### config.mk
export PLATFORM = sky130hd
export DESIGN_NAME = riscv_gpr_wb_ctrl_flat
export DESIGN_NICKNAME = d
export VERILOG_FILES = /design/src/rtl/riscv_gpr_wb_ctrl_if.sv /design/src/rtl/riscv_gpr_wb_ctrl.sv /design/src/flat_wrapper.sv
export SDC_FILE = /design/constraint.sdc
export NUM_CORES = 1
export LEC_CHECK = 0
export BUFFER_PORTS_ARGS = -buffer_cell sky130_fd_sc_hd__buf_2
export CAP_MARGIN = 20
export CORE_MARGIN = 1
export CORE_UTILIZATION = 55
export DETAILED_ROUTE_END_ITERATION = 7
export GPL_TIMING_DRIVEN = 0
export PLACE_DENSITY = 0.84
export SETUP_SLACK_MARGIN = 0.2
export SLEW_MARGIN = 20
export SYNTH_ARGS = -nofsm -noshare
export SYNTH_HDL_FRONTEND = slang
export SYNTH_SLANG_ARGS = --single-unit
export TNS_END_PERCENT = 1
### constraint.sdc
create_clock -name clk_i -period 2.39 [get_ports clk_i]
set_input_delay 0.3585 -clock clk_i [delete_from_list [all_inputs] [get_ports clk_i]]
set_output_delay 0.3585 -clock clk_i [all_outputs]
set_load 0.05 [all_outputs]
### src/rtl/riscv_gpr_wb_ctrl_if.sv
// Write-back bus between the execution units and the GPR write-back controller.
// It carries the requester handshake (valid/ready/addr/data) and the register-file write port.
interface riscv_gpr_wb_ctrl_if #(
  parameter int XLEN = 32,
  parameter int NREQ = 3
);
  logic [NREQ-1:0]      req_valid_i;
  logic [NREQ-1:0]      req_ready_o;
  logic [NREQ*5-1:0]    req_addr_i;
  logic [NREQ*XLEN-1:0] req_data_i;
  logic                 gpr_we_o;
  logic [4:0]           gpr_wa_o;
  logic [XLEN-1:0]      gpr_wd_o;

  modport slave (
    input  req_valid_i, req_addr_i, req_data_i,
    output req_ready_o, gpr_we_o, gpr_wa_o, gpr_wd_o
  );

  modport master (
    output req_valid_i, req_addr_i, req_data_i,
    input  req_ready_o, gpr_we_o, gpr_wa_o, gpr_wd_o
  );
endinterface

### src/rtl/riscv_gpr_wb_ctrl.sv
// GPR write-back arbiter with a registered write port and a pending-write scoreboard.
// Defining RISCV_GPR_WB_RR_EN selects round-robin arbitration; otherwise requester 0 has fixed top priority.
module riscv_gpr_wb_ctrl #(
  parameter int XLEN = 32,
  parameter int NREQ = 3
) (
  input  logic                      clk_i,
  input  logic                      rst_ni,
  riscv_gpr_wb_ctrl_if.slave        wb,
  input  logic                      sb_set_i,
  input  logic [4:0]                sb_set_addr_i,
  output logic                      sb_set_ready_o,
  input  logic [4:0]                sb_ra1_i,
  input  logic [4:0]                sb_ra2_i,
  output logic                      sb_busy1_o,
  output logic                      sb_busy2_o,
  output logic                      sb_err_o
);

  localparam int PW = $clog2(NREQ);

  logic [NREQ-1:0] gnt;
  logic [PW-1:0]   gidx;
  logic            gvld;
  logic [4:0]      sel_addr;
  logic [XLEN-1:0] sel_data;
  logic            we_d;

  logic            we_q;
  logic [4:0]      wa_q;
  logic [XLEN-1:0] wd_q;
  logic            err_q;

`ifdef RISCV_GPR_WB_RR_EN
  logic [PW-1:0] ptr_q, ptr_d;
`endif

  // Search starts at the rotation pointer (RR) or at requester 0 (fixed)
  always_comb begin
    int idx;
    gnt  = '0;
    gidx = '0;
    gvld = 1'b0;
    idx  = 0;
    for (int k = 0; k < NREQ; k++) begin
`ifdef RISCV_GPR_WB_RR_EN
      idx = int'(ptr_q) + k;
      if (idx >= NREQ) idx = idx - NREQ;
`else
      idx = k;
`endif
      if (!gvld && wb.req_valid_i[idx]) begin
        gnt[idx] = 1'b1;
        gidx     = PW'(idx);
        gvld     = 1'b1;
      end
    end
    if (!rst_ni) begin
      gnt  = '0;
      gvld = 1'b0;
    end
  end

  assign sel_addr = wb.req_addr_i[5*int'(gidx) +: 5];
  assign sel_data = wb.req_data_i[XLEN*int'(gidx) +: XLEN];
  // x0 writes are consumed but never reach the register file
  assign we_d     = gvld && (sel_addr != 5'd0);

`ifdef RISCV_GPR_WB_RR_EN
  assign ptr_d = (gidx == PW'(NREQ-1)) ? '0 : gidx + 1'b1;

  always_ff @(posedge clk_i) begin
    if (!rst_ni)   ptr_q <= '0;
    else if (gvld) ptr_q <= ptr_d;
  end
`endif

  // Scoreboard: x0 is a hard-wired zero entry
  logic [31:1][1:0] cnt_q;
  logic [31:0][1:0] cnt_all;
  logic             set_fire;
  logic             commit_err;

  assign cnt_all        = {cnt_q, 2'b00};
  assign sb_set_ready_o = (cnt_all[sb_set_addr_i] != 2'd3);
  assign set_fire       = sb_set_i && sb_set_ready_o && (sb_set_addr_i != 5'd0);
  assign commit_err     = we_q && (cnt_all[wa_q] == 2'd0) &&
                          !(set_fire && (sb_set_addr_i == wa_q));

  always_ff @(posedge clk_i) begin
    if (!rst_ni) begin
      we_q  <= 1'b0;
      wa_q  <= '0;
      wd_q  <= '0;
      err_q <= 1'b0;
      cnt_q <= '0;
    end else begin
      we_q <= we_d;
      if (we_d) begin
        wa_q <= sel_addr;
        wd_q <= sel_data;
      end
      if (commit_err) err_q <= 1'b1;
      for (int r = 1; r < 32; r++) begin
        if (set_fire && (sb_set_addr_i == 5'(r)) && !(we_q && (wa_q == 5'(r))))
          cnt_q[r] <= cnt_q[r] + 2'd1;
        else if (we_q && (wa_q == 5'(r)) && !(set_fire && (sb_set_addr_i == 5'(r))) &&
                 (cnt_q[r] != 2'd0))
          cnt_q[r] <= cnt_q[r] - 2'd1;
      end
    end
  end

  assign wb.req_ready_o = gnt;
  assign wb.gpr_we_o    = we_q;
  assign wb.gpr_wa_o    = wa_q;
  assign wb.gpr_wd_o    = wd_q;
  assign sb_busy1_o     = (cnt_all[sb_ra1_i] != 2'd0);
  assign sb_busy2_o     = (cnt_all[sb_ra2_i] != 2'd0);
  assign sb_err_o       = err_q;

endmodule

### src/flat_wrapper.sv
// flat-port wrapper written by rule: the top's interface ports become plain ports
module riscv_gpr_wb_ctrl_flat 
#(
  parameter int XLEN = 32,
  parameter int NREQ = 3
)
  (clk_i, rst_ni, sb_set_i, sb_set_addr_i, sb_set_ready_o, sb_ra1_i, sb_ra2_i, sb_busy1_o, sb_busy2_o, sb_err_o, wb_req_valid_i, wb_req_addr_i, wb_req_data_i, wb_req_ready_o, wb_gpr_we_o, wb_gpr_wa_o, wb_gpr_wd_o);
  riscv_gpr_wb_ctrl_if #(.XLEN(XLEN), .NREQ(NREQ)) wb_i ();
  input  logic clk_i;
  input  logic rst_ni;
  input  logic sb_set_i;
  input  logic [4:0] sb_set_addr_i;
  output logic sb_set_ready_o;
  input  logic [4:0] sb_ra1_i;
  input  logic [4:0] sb_ra2_i;
  output logic sb_busy1_o;
  output logic sb_busy2_o;
  output logic sb_err_o;
  input wire logic [$bits(wb_i.req_valid_i)-1:0] wb_req_valid_i;
  input wire logic [$bits(wb_i.req_addr_i)-1:0] wb_req_addr_i;
  input wire logic [$bits(wb_i.req_data_i)-1:0] wb_req_data_i;
  output wire logic [$bits(wb_i.req_ready_o)-1:0] wb_req_ready_o;
  output wire logic [$bits(wb_i.gpr_we_o)-1:0] wb_gpr_we_o;
  output wire logic [$bits(wb_i.gpr_wa_o)-1:0] wb_gpr_wa_o;
  output wire logic [$bits(wb_i.gpr_wd_o)-1:0] wb_gpr_wd_o;
  assign wb_i.req_valid_i = wb_req_valid_i;
  assign wb_i.req_addr_i = wb_req_addr_i;
  assign wb_i.req_data_i = wb_req_data_i;
  assign wb_req_ready_o = wb_i.req_ready_o;
  assign wb_gpr_we_o = wb_i.gpr_we_o;
  assign wb_gpr_wa_o = wb_i.gpr_wa_o;
  assign wb_gpr_wd_o = wb_i.gpr_wd_o;
  riscv_gpr_wb_ctrl #(.XLEN(XLEN), .NREQ(NREQ)) u_core (.clk_i(clk_i), .rst_ni(rst_ni), .wb(wb_i), .sb_set_i(sb_set_i), .sb_set_addr_i(sb_set_addr_i), .sb_set_ready_o(sb_set_ready_o), .sb_ra1_i(sb_ra1_i), .sb_ra2_i(sb_ra2_i), .sb_busy1_o(sb_busy1_o), .sb_busy2_o(sb_busy2_o), .sb_err_o(sb_err_o));
endmodule
=== After elaboration in Yosys (flattened, before gate mapping) ===
Cells that the tools add are included.
Widths: inputs -> output; s select.

* Bits in registers: 101
* Bits of input ports: 132
* Output and inout port bits: 45
* Word-level logic and storage cells: 542

* Add/sub/neg operators: 62
* Multipliers: 1
* Magnitude comparators: 4
* Eq/ne operators: 64
* Shift operators: 2
* Multiplexer cells: 79
* Reductions and logical operators: 295

{| class="wikitable"
|+ Operator list
! operator !! count
|-
| $logic_and 1x1->1 || 163
|-
| $eq 5x5->1 const B || 32
|-
| $mux 2 || 67
|-
| $reduce_bool 2->1 || 64
|-
| $shiftx 96x8->32 || 1
|-
| $eq 5x4->1 const B || 16
|-
| $logic_not 1->1 || 65
|-
| $add 2x1->2 const B || 31
|-
| $sub 2x1->2 const B || 31
|-
| $bmux 2 s5 || 4
|-
| $eq 5x3->1 const B || 8
|-
| $shiftx 15x32->5 || 1
|-
| $lt 5x6->1 const B || 4
|-
| $eq 5x2->1 const B || 4
|-
| $eq 5x1->1 const B || 2
|-
| $reduce_bool 5->1 || 2
|-
| $mux 1 || 7
|-
| $eq 5x5->1 || 1
|-
| $mul 3x2->5 const A || 1
|-
| $mux 3 || 1
|-
| $logic_not 2->1 || 1
|-
| $ne 2x2->1 const B || 1
|}

=== Depth between registers and ports, before layout ===
Gate-level depths: netlist (run 1).

* Depth after elaboration: 11
* Depth in mapped cells: 10
* Gate-level depth less buffers: 7

=== Worst setup path after synthesis (run 1) ===
Ideal clock, no wire load.

* Path kind: input -> output
* From: input port sb_set_addr_i[0]
* To: output port sb_set_ready_o
* Arrival: 2,617 ps
* Data required time: 2,032 ps
* Slack: -585 ps
* Cell stages on the path: 10
* Path buffers: 4
* Cells stage by stage: buf_6 buf_12 buf_6 mux2_4 a222oi_1 nand4_1 nand2_4 buf_2 nor2_1 a31oi_1

* Cells in the longest elaborated chain, start to end: 3

{| class="wikitable"
|+ RTL lines
! element !! RTL line !! source
|-
| start, declared || flat_wrapper.sv:12 || <nowiki>input logic [4:0] sb_set_addr_i;</nowiki>
|-
| $bmux 2 s5 || riscv_gpr_wb_ctrl.sv:85 || <nowiki>assign sb_set_ready_o = (cnt_all[sb_set_addr_i] != 2'd3);</nowiki>
|-
| $mux 2 (implied by the code) || riscv_gpr_wb_ctrl.sv:85 ||
|-
| $ne 2x2->1 || riscv_gpr_wb_ctrl.sv:85 ||
|-
| end, declared || flat_wrapper.sv:13 || <nowiki>output logic sb_set_ready_o;</nowiki>
|}

Every way passes these cells. The select of a mux whose other input is x is not followed.

=== Worst setup path after layout (run 1) ===
* From: register u_core.cnt_q (netlist bit u_core.cnt_all[20])
* To: output port sb_set_ready_o

* Cells in the longest elaborated chain, start to end: 3

{| class="wikitable"
|+ RTL lines
! element !! RTL line !! source
|-
| start, declared || riscv_gpr_wb_ctrl.sv:79 || <nowiki>logic [31:1][1:0] cnt_q;</nowiki>
|-
| start signal, assigned by index || riscv_gpr_wb_ctrl.sv:106 || <nowiki>cnt_q[r] <= cnt_q[r] + 2'd1;</nowiki>
|-
| start signal, assigned by index || riscv_gpr_wb_ctrl.sv:109 || <nowiki>cnt_q[r] <= cnt_q[r] - 2'd1;</nowiki>
|-
| $bmux 2 s5 || riscv_gpr_wb_ctrl.sv:85 ||
|-
| $mux 2 (implied by the code) || riscv_gpr_wb_ctrl.sv:85 ||
|-
| $ne 2x2->1 || riscv_gpr_wb_ctrl.sv:85 ||
|}

Every way passes these cells. The select of a mux whose other input is x is not followed.

==> results of run 1 <==
worst reg2reg max path: stages, from the launching register on:
cell     delay [ns]
dfxtp_1        0.42
nand2_1        0.09
mux4_2         0.51
a22oi_2        0.39
a21oi_1        0.24
a21o_1         0.22
o221a_2        0.26
cell usage after synthesis, drive strengths merged (4+ instances only):
cell / n / area share
clkbuf: 53 / 0.027
nand4: 6 / 0.0051
and3: 12 / 0.010
a21oi: 102 / 0.070
a22oi: 8 / 0.0089
nor2b: 7 / 0.0060
nor2: 83 / 0.042
o21ai: 56 / 0.038
mux4: 26 / 0.081
nor3: 61 / 0.042
xor2: 4 / 0.0048
nor4: 10 / 0.0085
buf: 24 / 0.024
a22o: 8 / 0.0095
dfxtp: 101 / 0.28
nand2b: 24 / 0.020
nand3b: 5 / 0.0051
nand2: 128 / 0.066
a211oi: 39 / 0.041
a32o: 4 / 0.0055
nor3b: 11 / 0.011
and3b: 6 / 0.0072
a31oi: 10 / 0.0085
mux2i: 5 / 0.0068
or3: 4 / 0.0034
mux2: 10 / 0.016
nand4b: 16 / 0.019
o21a: 24 / 0.025
o211ai: 17 / 0.017
and2: 12 / 0.010
or2: 8 / 0.0068
nand3: 54 / 0.037
kinds of logic after synthesis:
kind of cell,share of synthesized area
AOI/OAI and AO/OA,0.2514
xor gates and xnor gates,0.005962
buffers and inverters,0.05281
DFF,0.2753
muxes,0.1039
and+or+nand+nor,0.3106
what timing repair did:
item                       CTS  global route
gates cloned                 0             0
pin swaps                    6            11
resized for setup           78            52
setup endpoints to repair   60            80
buffers inserted             6             2
registers in the layout, indices dropped and copies added, names as in the netlist:
register            flops
u_core.sb_err_o         1
u_core.cnt_all         62
u_core.wb.gpr_we_o      1
u_core.wb.gpr_wd_o     32
u_core.wb.gpr_wa_o      5
final cells by class:
type	instances	area, sq um	area share
well taps	172	215.2	0.02369
multi-input cells	791	5076	0.5587
clock buffers	11	252.7	0.02782
repair buffers	180	944.7	0.1040
clock inverters	5	41.29	0.004545
flip-flops and latches	101	2072	0.2281
inverters	3	12.51	0.001377
plain buffers	77	470.5	0.05178
how the worst min path moves through the flow:
stage | startpoint | to | slack [ns] | cells past startpoint
4_1_cts | wb_req_data_i[76] | u_core.wb.gpr_wd_o[12] | 0.25 | 3
3_5_place_dp | u_core.wb.gpr_wd_o[13] | u_core.wb.gpr_wd_o[13] | 0.46 | 2
2_1_floorplan | u_core.cnt_all[29] | u_core.cnt_all[29] | 0.46 | 2
5_1_grt | wb_req_data_i[64] | u_core.wb.gpr_wd_o[0] | 0.27 | 3
3_3_place_gp | u_core.wb.gpr_wd_o[12] | u_core.wb.gpr_wd_o[12] | 0.44 | 2
6_report | wb_req_data_i[77] | u_core.wb.gpr_wd_o[13] | 0.26 | 3
power by group through the flow:
stage	clock network [uW]	logic [uW]	registers [uW]
after floorplan	0	493	2090
after global placement	0	1100	1840
after detailed placement	0	1110	1850
after CTS	1480	1130	1800
after global routing	1560	1240	1810
final	1490	1180	1810
metrics by stage:
step	TNS, ns	utilization
6_report	-0.3834	0.7084
2_1_floorplan	-0.1750	-
3_5_place_dp	-7.894	0.6591
3_3_place_gp	-5.213	0.6591
5_1_grt	-0.5169	0.7084
4_1_cts	-0.2718	0.6989
metal layers:
metal / vias to the layer above / share of wire
li1: 3998 / -
met1: 4085 / 0.38
met2: 628 / 0.45
met3: 144 / 0.11
met4: 0 / 0.058
met5: - / 0
cell usage in the layout (no fill, tap or decap), drive strengths merged, types with 5 or more instances in the layout:
cell type / n
and3: 12
nand3b: 5
a22oi: 8
o21a: 24
nand4: 6
nor2: 83
buf: 204
a21oi: 102
clkbuf: 64
mux4: 26
a22o: 8
nand3: 54
nor3: 61
nand2: 128
mux2i: 5
nor3b: 11
o211ai: 17
or2: 8
and2: 12
nand4b: 16
mux2: 10
nor4: 10
o21ai: 56
dfxtp: 101
nor2b: 7
a31oi: 10
nand2b: 24
and3b: 6
a211oi: 39
==> results.toml, run 1 <==
[worst_setup_path]
critPathLaunchType = "flip-flop"
timing.rr.start = "u_core.cnt_all[32]"
cp-end-kind = "output port"
worstRegToRegCells = 6
path_class = "flip-flop to output port"
crit_required_ns = 2.03
crit_buf_inv = 2
r2r_slack_ns = 0.15
worstPathCellList = "mux2_4 > a222oi_1 > nand4_1 > nand2_4 > buf_8 > nor2_4 > a31oi_4 > buf_6"
slowest_delay_ns = 0.36
crit_fanout = 4
critPathLaunch = "u_core.cnt_all[20]"
r2r_end = "u_core.cnt_all[32]"
crit_cells = 8
cp-endpoint = "sb_set_ready_o"
cpMaxStageDelayCell = "dfxtp_4"
critPathTopFamily = "compound AO/OA/AOI/OAI gates"
critPathArrivalTime_ns = 2.19

[pwr]
p_comb_frac = 0.263
power.leakage_uw = 0.003485
p_total_uw = 4469
switching_share = 0.3512
p_per_area_mw_per_mm2 = 492.0
p_sw_uw = 1570
p_seq_frac = 0.404
clkPwrFrac = 0.333
internal-power_uw = 2900
peakVddDrop_mv = 0.4508

[sta]
max_freq_mhz = 392.7
slew_headroom = 0.5141
hold_violations = 0
layout_min_cycle_time_ns = 2.546
setup_violations = 3
clock_skew_ns = 0.009997
hold_ws_ns = 0.2560
post-route-period-util = 1.065
finalMaxSlewViolations = 0
rsz0062_at_grt = "yes"
worst_slew_pin_slew_ns = 0.7288
finalWorstSetupSlack_ns = -0.1562

[die]
io_pins = 177
dieArea_sq_mm = 0.01382
initial_utilization = 0.5727
core_area_sq_mm = 0.01282
die_x_um = 117.6
row_count = 41
die_y_um = 117.6

[grt]
overflow = 0
use_met3 = 0.09399
grt_use_met1 = 0.4745
grt_max_degree = 18
grt_pass1_wl_um = 42760
grt_util_met2 = 0.6302
antenna_found_initial = 0
grt_usage = 0.3898
grt_pass1_vias = 8363
busiest_layer = "met2"

[synthesis]
ys_warn_count = 0
ys_seq_area_frac = 0.2753
synth_ff_type = "dfxtp_1"
synth_area_sq_mm = 0.007345
synth.avg_cell_area_sq_um = 7.556
syn_inst = 972
synth.distinct_cells = 65
async_reset_ff_frac = 0
synth-seq-cells = 101
synth-edff-count = 0
synth_nets = 1104

[detailed_routing]
dr.pass1.iters = 8
drt_iter0_drc = 1080
routed_wl_um = 26990
routedWlPerCell_um = 20.14
ant_nets = 0
vias = 8855
route.detailed.drc = 0
vias_per_cell = 6.608

[outcome]
violations = "negative setup slack"
status = "complete, but fails checks"

[placement]
dp.cells = 1316
portBuffers = 172
post-place-ws_ns = -0.4715
detailed_place_hpwl_um = 20140
gp_congestion = 1.006
dpl_cell_area_sq_mm = 0.008453

[cells_and_area]
finalInstanceArea_sq_mm = 0.009085
fin_nets = 1295
syn_to_final_growth_pct = 23.70
layoutNonFillerInstCount = 1340
fillCellCount = 1127
n_antenna_cell = 0
layout-drive-gt1-share = 0.2962

[clocking]
cts_tree = "done"
clk_path_buf_depth = 2
cts.sinks = 101
cts_root_buf = "clkbuf_16"
clock_latency_ns = 0.37
ctsHoldBuffers = 0
clkTransAtPathRegs_ns = 0.07
cts_buffers = 9
cts_max_level = 3

[flow_run]
cap_violations = 0

[min_path]
hold_path_class = "input pin to flip-flop"
No activity file was read; power rests on OpenSTA's default activity.
==> run 2, diff against run 1 <==
--- a/config.mk
+++ b/config.mk
@@ -5,13 +5,14 @@
 export SDC_FILE = /design/constraint.sdc
 export NUM_CORES = 1
 export LEC_CHECK = 0
+export ABC_AREA = 1
 export BUFFER_PORTS_ARGS = -buffer_cell sky130_fd_sc_hd__buf_2
 export CAP_MARGIN = 20
 export CORE_MARGIN = 1
 export CORE_UTILIZATION = 55
 export DETAILED_ROUTE_END_ITERATION = 7
 export GPL_TIMING_DRIVEN = 0
-export PLACE_DENSITY = 0.84
+export PLACE_DENSITY = 0.83
 export SETUP_SLACK_MARGIN = 0.2
 export SLEW_MARGIN = 20
 export SYNTH_ARGS = -nofsm -noshare
==> results.toml, run 2 <==
[cells_and_area]
fin_util = 0.7018
layout-drive-gt1-share = 0.2120
syn_to_final_growth_pct = 22.77
final_cell_mix = "319 x nand2_1, 256 x nor2_1, 180 x buf_2, 156 x inv_1, 156 x nand3_1"
finalInstanceArea_sq_mm = 0.009854
final_common_cell = "nand2_1"
layoutNonFillerInstCount = 1812
n_antenna_cell = 0
fin_nets = 1759
fillCellCount = 1332
largest_reg_flops = 62

[synthesis]
muxShareOfSynthArea = 0
async_reset_ff_frac = 0
ys_top_cells_by_count = "332 x nand2_1, 278 x nor2_1, 165 x inv_1, 156 x nand3_1, 141 x o21ai_0"
synth_top_area_cell = "dfxtp_1"
synth_fa_ha_area_frac = 0
synth-edff-count = 0
syn_inst = 1437
synth_top_area_share = 0.2519
synth_nets = 1569
ys_seq_area_frac = 0.2519
yosysMostFrequentCell = "nand2_1"
synth_compound_area_frac = 0.1342
synth_ff_type = "dfxtp_1"
synth_top_family_by_area = "simple AND/OR/NAND/NOR gates"
synth.avg_cell_area_sq_um = 5.586
synthSimpleGateAreaFrac = 0.4870
synth.distinct_cells = 35
ys_warn_count = 0
synth.area.top_cells = "dfxtp_1 25%, nand2_1 16%, nor2_1 13%"
synth-seq-cells = 101
synth_area_sq_mm = 0.008026
synth-xor-area-share = 0

[sta]
max_freq_mhz = 441.9
post-route-period-util = 0.9468
hold_violations = 0
worst_slew_pin_slew_ns = 0.7460
setup_violations = 0
finalWorstSetupSlack_ns = 0.1272
layout_min_cycle_time_ns = 2.263
rsz0062_at_grt = "yes"
clock_skew_ns = 0.01094
slew_headroom = 0.5027
finalMaxSlewViolations = 0

[die]
die_x_um = 122.8
row_count = 43
core_area_sq_mm = 0.01404
die_y_um = 122.8
dieArea_sq_mm = 0.01508
io_pins = 177
initial_utilization = 0.5716

[clocking]
cts.sinks = 101
cts_root_buf = "clkbuf_16"
clk_path_buf_depth = 2
cts_max_level = 3
cts_tree = "done"
clock_latency_ns = 0.37
ctsHoldBuffers = 0
cts_buffers = 9
clkTransAtPathRegs_ns = 0.08

[min_path]
holdPathEnd = "u_core.wb.gpr_wd_o[19]"
hold_depth = 3
worstHoldStart = "wb_req_data_i[83]"
hold_path_class = "input pin to flip-flop"

[worst_setup_path]
path_class = "flip-flop to output port"
r2r_end = "u_core.cnt_all[62]"
slowest_delay_ns = 0.42
worstRegToRegCells = 10
cpMaxStageDelayCell = "dfxtp_1"
r2r_slack_ns = 0.22
worstPathCellList = "inv_1 > nand2_2 > o21ai_1 > a21oi_1 > nor2_2 > o32ai_4 > buf_6"
critPathTopFamily = "compound AO/OA/AOI/OAI gates"
crit_cells = 7
critPathLaunchType = "flip-flop"
critPathArrivalTime_ns = 1.90
cp-end-kind = "output port"
crit_fanout = 5
timing.rr.start = "u_core.wb.gpr_wa_o[1]"
crit_buf_inv = 2
crit_required_ns = 2.03

[placement]
portBuffers = 170
post-place-ws_ns = -0.2317
dp.cells = 1787
gp_congestion = 1.005
dpl_cell_area_sq_mm = 0.009121
detailed_place_hpwl_um = 23840

[grt]
grt_pass1_vias = 9445
grt_pass1_wl_um = 47530
grt_max_degree = 20
grt_usage = 0.4154
antenna_found_initial = 0
overflow = 0

[pwr]
p_total_uw = 4690
peakVddDrop_mv = 0.3807
power.leakage_uw = 0.004310
p_per_area_mw_per_mm2 = 475.9

[detailed_routing]
routedWlPerCell_um = 17.41
drt_iter0_drc = 1222
vias = 10690
routed_wl_um = 31540
route.detailed.drc = 0
vias_per_cell = 5.901
ant_nets = 0
dr.pass1.iters = 8

[flow_run]
cap_violations = 0

[outcome]
status = "finished clean"
## run 2: cell count changes after synthesis, sizes merged, moves of 16 or more
cell / delta
a211oi: -36
o21ai: +85
mux4: -26
a21oi: -79
o21a: -24
nor2: +199
nand2: +209
clkbuf: -18
nor3: -34
nand2b: -24
nand4b: -16
nand3: +105
inv: +167
nand4: +80
## run 2: layer usage
layer  global-route usage  share of wire  vias to the layer above
met5                    0              0                        -
met4               0.2706          0.062                        0
met3               0.1273           0.11                      151
met2               0.6517           0.45                      675
met1               0.4886           0.38                     4780
li1                     -              -                     5087
## run 2: power breakdown
part	internal [uW]	leakage [uW]	switching (uW)	total, uW
clock	873	0.000160	762	1640
combinational	346	0.00330	884	1230
sequential	1760	0.000849	65.7	1820
total	2980	0.00431	1710	4690
## run 2: worst min-delay path: stages
cell and delay [ns]:
buf_2 0.07, o21ai_0 0.06, o21ai_0 0.12
## run 2: layout make-up
type                    instances  area (sq um)  area share
repair buffers                179         940.9     0.09548
multi-input cells            1094          5187      0.5264
flip-flops and latches        101          2091      0.2122
plain buffers                  71         425.4     0.04317
clock buffers                  10         239.0     0.02425
clock inverters                 6         86.33    0.008761
inverters                     171         659.4     0.06691
well taps                     180         225.2     0.02285
## run 2: how the worst max path moves through the flow
stage          slack [ns]               start        endpoint
2_1_floorplan        0.16         sb_ra2_i[1]      sb_busy2_o
3_3_place_gp        -0.25    sb_set_addr_i[1]  sb_set_ready_o
3_5_place_dp        -0.23    sb_set_addr_i[1]  sb_set_ready_o
4_1_cts              0.04  u_core.cnt_all[20]  sb_set_ready_o
5_1_grt              0.09  u_core.cnt_all[46]      sb_busy1_o
6_report             0.13  u_core.cnt_all[24]      sb_busy1_o
## run 2: cell families after synthesis
kind of cell	Yosys count
DFF	101
and+or+nand+nor	896
buffers and inverters	242
AOI/OAI and AO/OA	198
## run 2: metrics by stage
step	hold slack, ns	TNS [ns]
floorplan	0.4402	0
global route	0.3026	0
CTS	0.2762	0
global placement	0.4389	-6.915
finish	0.2708	0
detailed placement	0.4486	-6.675
## run 2: what timing repair did
action                                  in CTS  in global routing
gates resized for setup                     41                130
pin swaps                                    0                 14
endpoints found under the setup margin       4                 26
buffers inserted                             0                  9
